File: src/rtl/prog_counter.sv
// Parameterised up/down counter with bounded range, programmable step, and
// WRAP / SATURATE / ONESHOT boundary behaviour driven by an IDLE/RUN/DONE FSM.
module prog_counter #(
    parameter int unsigned DATA_WIDTH = 8,
    parameter int unsigned COUNT_FROM = 0,
    parameter int unsigned COUNT_TO   = 255,
    parameter int unsigned STEP       = 1,
    parameter string       MODE       = "WRAP"
) (
    input  logic                  clk,
    input  logic                  rst,
    input  logic                  start,
    input  logic                  en,
    input  logic                  dir,
    input  logic                  clr,
    input  logic                  load,
    input  logic [DATA_WIDTH-1:0] load_val,
    output logic [DATA_WIDTH-1:0] out,
    output logic                  tc,
    output logic                  busy,
    output logic                  done
);

    localparam logic [1:0] S_IDLE = 2'd0;
    localparam logic [1:0] S_RUN  = 2'd1;
    localparam logic [1:0] S_DONE = 2'd2;

    localparam bit IS_SAT = (MODE == "SATURATE");
    localparam bit IS_ONE = (MODE == "ONESHOT");
    localparam bit IS_WRAP = !IS_SAT && !IS_ONE;

    // Boundary arithmetic is one bit wider than the count so it cannot overflow.
    localparam logic [DATA_WIDTH:0]   FROM_X = (DATA_WIDTH+1)'(COUNT_FROM);
    localparam logic [DATA_WIDTH:0]   TO_X   = (DATA_WIDTH+1)'(COUNT_TO);
    localparam logic [DATA_WIDTH:0]   STEP_X = (DATA_WIDTH+1)'(STEP);
    localparam logic [DATA_WIDTH-1:0] FROM_N = DATA_WIDTH'(COUNT_FROM);
    localparam logic [DATA_WIDTH-1:0] TO_N   = DATA_WIDTH'(COUNT_TO);
    localparam logic [DATA_WIDTH-1:0] STEP_N = DATA_WIDTH'(STEP);

    logic [1:0]            state_q, state_d;
    logic [DATA_WIDTH-1:0] out_q, out_d;
    logic                  tc_q, tc_d;

    logic [DATA_WIDTH:0]   up_sum;
    logic [DATA_WIDTH-1:0] dn_diff;
    logic                  term;
    logic [DATA_WIDTH-1:0] bound;

    always_comb begin
        up_sum  = {1'b0, out_q} + STEP_X;
        dn_diff = out_q - STEP_N;
        term    = dir ? ({1'b0, out_q} < (FROM_X + STEP_X)) : (up_sum > TO_X);
        // WRAP re-enters from the opposite end; the other modes clamp to the near end.
        if (IS_WRAP) bound = dir ? TO_N : FROM_N;
        else         bound = dir ? FROM_N : TO_N;

        state_d = state_q;
        out_d   = out_q;
        tc_d    = 1'b0;
        if (clr) begin
            out_d = FROM_N;
        end else if (load) begin
            out_d = load_val;
        end else if (start && state_q != S_RUN) begin
            state_d = S_RUN;
            if (state_q == S_DONE) out_d = FROM_N;
        end else if (state_q == S_RUN && en) begin
            if (term) begin
                out_d = bound;
                // A saturated counter already parked on its bound does not pulse again.
                tc_d  = !(IS_SAT && out_q == bound);
                if (IS_ONE) state_d = S_DONE;
            end else begin
                out_d = dir ? dn_diff : up_sum[DATA_WIDTH-1:0];
            end
        end
    end

    always_ff @(posedge clk) begin
        if (rst) begin
            state_q <= S_IDLE;
            out_q   <= FROM_N;
            tc_q    <= 1'b0;
        end else begin
            state_q <= state_d;
            out_q   <= out_d;
            tc_q    <= tc_d;
        end
    end

    assign out  = out_q;
    assign tc   = tc_q;
    assign busy = (state_q == S_RUN);
    assign done = (state_q == S_DONE);

endmodule

File: config.mk
export PLATFORM = sky130hd
export DESIGN_NAME = prog_counter
export DESIGN_NICKNAME = d
export VERILOG_FILES = /design/src/rtl/prog_counter.sv
export SDC_FILE = /design/constraint.sdc
export NUM_CORES = 1
export LEC_CHECK = 0
export CORE_MARGIN = 2
export CORE_UTILIZATION = 30
export CTS_BUF_LIST = sky130_fd_sc_hd__clkbuf_8
export DETAILED_ROUTE_END_ITERATION = 8
export PLACE_DENSITY = 0.54
export REMOVE_ABC_BUFFERS = 1
export SKIP_LAST_GASP = 1
export SLEW_MARGIN = 10
export SYNTH_ARGS = -nofsm -noshare
export SYNTH_HDL_FRONTEND = slang
export SYNTH_SLANG_ARGS = --single-unit
File: constraint.sdc
create_clock -name clk -period 5.05 [get_ports clk]
set_clock_uncertainty 0.2 [all_clocks]
set_input_delay 1.01 -clock clk [delete_from_list [all_inputs] [get_ports clk]]
set_output_delay 1.01 -clock clk [all_outputs]
set_load 0.03 [all_outputs]
==> reports/results.ini <==
[cells_and_area]
area_growth_pct = 37.7
nFillCells = 258
final_layout_size_suffix_gt1_share_pct = 13.3
diodes = 0
nNetsFinal = 148

[critical_path]
critPathKind = flop to output pin
cp_num_buf_inv = 1
cp_data_arrival_time_ns = 1.47
critPathMaxStageDelay_ns = 0.74
critical_path.slowest_cell = clkdlybuf4s50_1
path_max_fanout = 9
required_ns = 3.84
crit_path_end_kind = output pin
crit_chain = clkdlybuf4s50_1
start_kind = flop
cpLargestDelayFamily = buffers and inverters

[detailed_routing]
wl_mm = 2.26
via_per_inst = 5.49
drc_errors = 0
met2_length_um = 940
first_iter_violations = 22
wl_met1_mm = 1.17
routed-wl-met3_um = 102
drt-wirelength-per-cell_um = 14.3
ant_nets = 0
dr.pass1.iters = 4
num_vias = 867
dr.max_layer_used = met4

[clock_tree]
insertion_delay_ns = 0.24
cts_hold_buffers = 0
clock_path_buffers = 2
cts_tree = done
numCtsBuffers = 3
ctsResizeCount = 0
cts_max_level = 1
clk_pin_slew_worst_paths_ns = 0.05
cts.sink_count = 10
postCtsSetupRepairBufs = 0
cts_root_buf = clkbuf_8

[synthesis]
synthCells = 103
ys_seq_elements = 10
ys_warn_count = 0
synth_top_cell_area_share_pct = 25.1
synth-seq-area-share_pct = 25.1
synth.distinct_cells = 44
async_reset_ff_share_pct = 0
synth_top_flop_cell = dfxtp_1
yosys.area.top_type = dfxtp_1
netlist_area_um2 = 797
syn_area_per_cell_um2 = 7.74
synth_edf_count = 0
yosys-top-cells-count = a21oi_1, nor2_1, dfxtp_1
post_synth_main_area_contributors = dfxtp_1, a21oi_1, nor2_1, ha_1, nand2_1

[grt]
gr-total-overflow = 0
grt_pass1_vias = 813
grtUsageTotal_pct = 15.3
grt_pass1_wl_mm = 3.75
antenna_found_initial = 0
grt_max_degree = 11

[sta]
tns_ns = 0
period_needed_ns = 2.68
hold_ws_ns = 0.362
post-route-period-util_pct = 53.1
max_freq_ghz = 0.373
rsz0062_at_grt = no
finalMaxSlewViolations = 0
setup_viol = 0
hold_viol_final = 0

[die]
die-area_mm2 = 0.00309
die_x_um = 55.5
rows = 18
die_h_um = 55.5
start_util_pct = 31.9
core_region_area_mm2 = 0.00250
pin_count = 26

[power]
p_per_area_mw_per_mm2 = 220
ir_drop_mv = 0.110
leakage_nw = 0.377

[run_status]
status = finished clean

[hold_path]
worstHoldPathType = flop to flop

[job]
maxCapViolCount = 0

[place]
hpwl_mm = 1.70
gp_congestion = 0.848
portBuffers = 24

-- worst reg2reg max path, delay by kind of cell, from the launching register on --
family | cells | cell delay (ns)
buf+inv | 1 | 0.13
compound gates | 2 | 0.30
simple gates | 2 | 0.36
fa+ha+maj | 2 | 0.66
flops | 1 | 0.46
-- report_power, final --
part / total (mW) / switching [mW] / internal [mW]
combinational: 0.0658 / 0.0346 / 0.0313
sequential: 0.0898 / 0.00717 / 0.0827
clock: 0.0853 / 0.0329 / 0.0524
-- path summary, 6_finish.rpt --
kind,startpoint,end,slack (ns),cells after the start
setup / recovery,out[4]$_SDFFE_PP0P_,out[4],2.37,1
hold / removal,state_q[0]$_SDFFE_PP0P_,state_q[0]$_SDFFE_PP0P_,0.36,2
setup reg to reg,out[0]$_SDFFE_PP0P_,out[4]$_SDFFE_PP0P_,2.88,7
hold reg to reg,state_q[0]$_SDFFE_PP0P_,state_q[0]$_SDFFE_PP0P_,0.36,2
-- final cells by class --
class	count	area (µm²)	area share [%]
Sequential cell	10	200	18.2
Tap cell	30	37.5	3.42
Multi-Input combinational cell	84	552	50.3
Timing Repair Buffer	24	240	21.9
Clock buffer	3	41.3	3.76
Inverter	7	26.3	2.39
-- state kept, by name, summed over array words and instances, names as in the netlist --
register and cells:
out 8, state_q 1, tc 1
-- logic make-up after synthesis --
kind of cell,Yosys count,share of synthesized area (%)
buffers and inverters,9,5.65
other,1,0.471
AOI/OAI and AO/OA,35,29.7
and+or+nand+nor,44,33.0
DFF,10,25.1
adders and majority gates,4,6.12
-- layer usage --
layer | up-vias | global-route usage [%]
li1 | 432 | -
met1 | 402 | 21.4
met2 | 27 | 21.1
met3 | 6 | 3.75
met4 | 0 | 8.36
met5 | - | 0
-- layout by cell type, fill, tap and decap left out, types with 2 or more instances in the layout --
cell type	instances
a21oi_1	11
nor2_1	11
clkdlybuf4s50_1	24
dfxtp_1	10
nand4_1	3
o221ai_1	3
o21ai_0	4
nand3_2	2
a31oi_1	4
clkbuf_8	3
o21ai_1	2
nor3_1	3
ha_1	3
inv_1	6
nand2_1	8
nand3_1	3
-- per-stage QoR --
stage	instance area, µm²	util [%]	cells	setup slack [ns]	power (mW)
floorplan	778	-	101	2.85	0.130
global placement	1060	42.2	155	2.26	0.157
detailed placement	1060	42.2	155	2.25	0.157
CTS	1100	43.9	158	2.36	0.244
global route	1100	43.9	158	2.30	0.256
finish	1100	43.9	158	2.37	0.241
(Power assumes the default switching activity.)
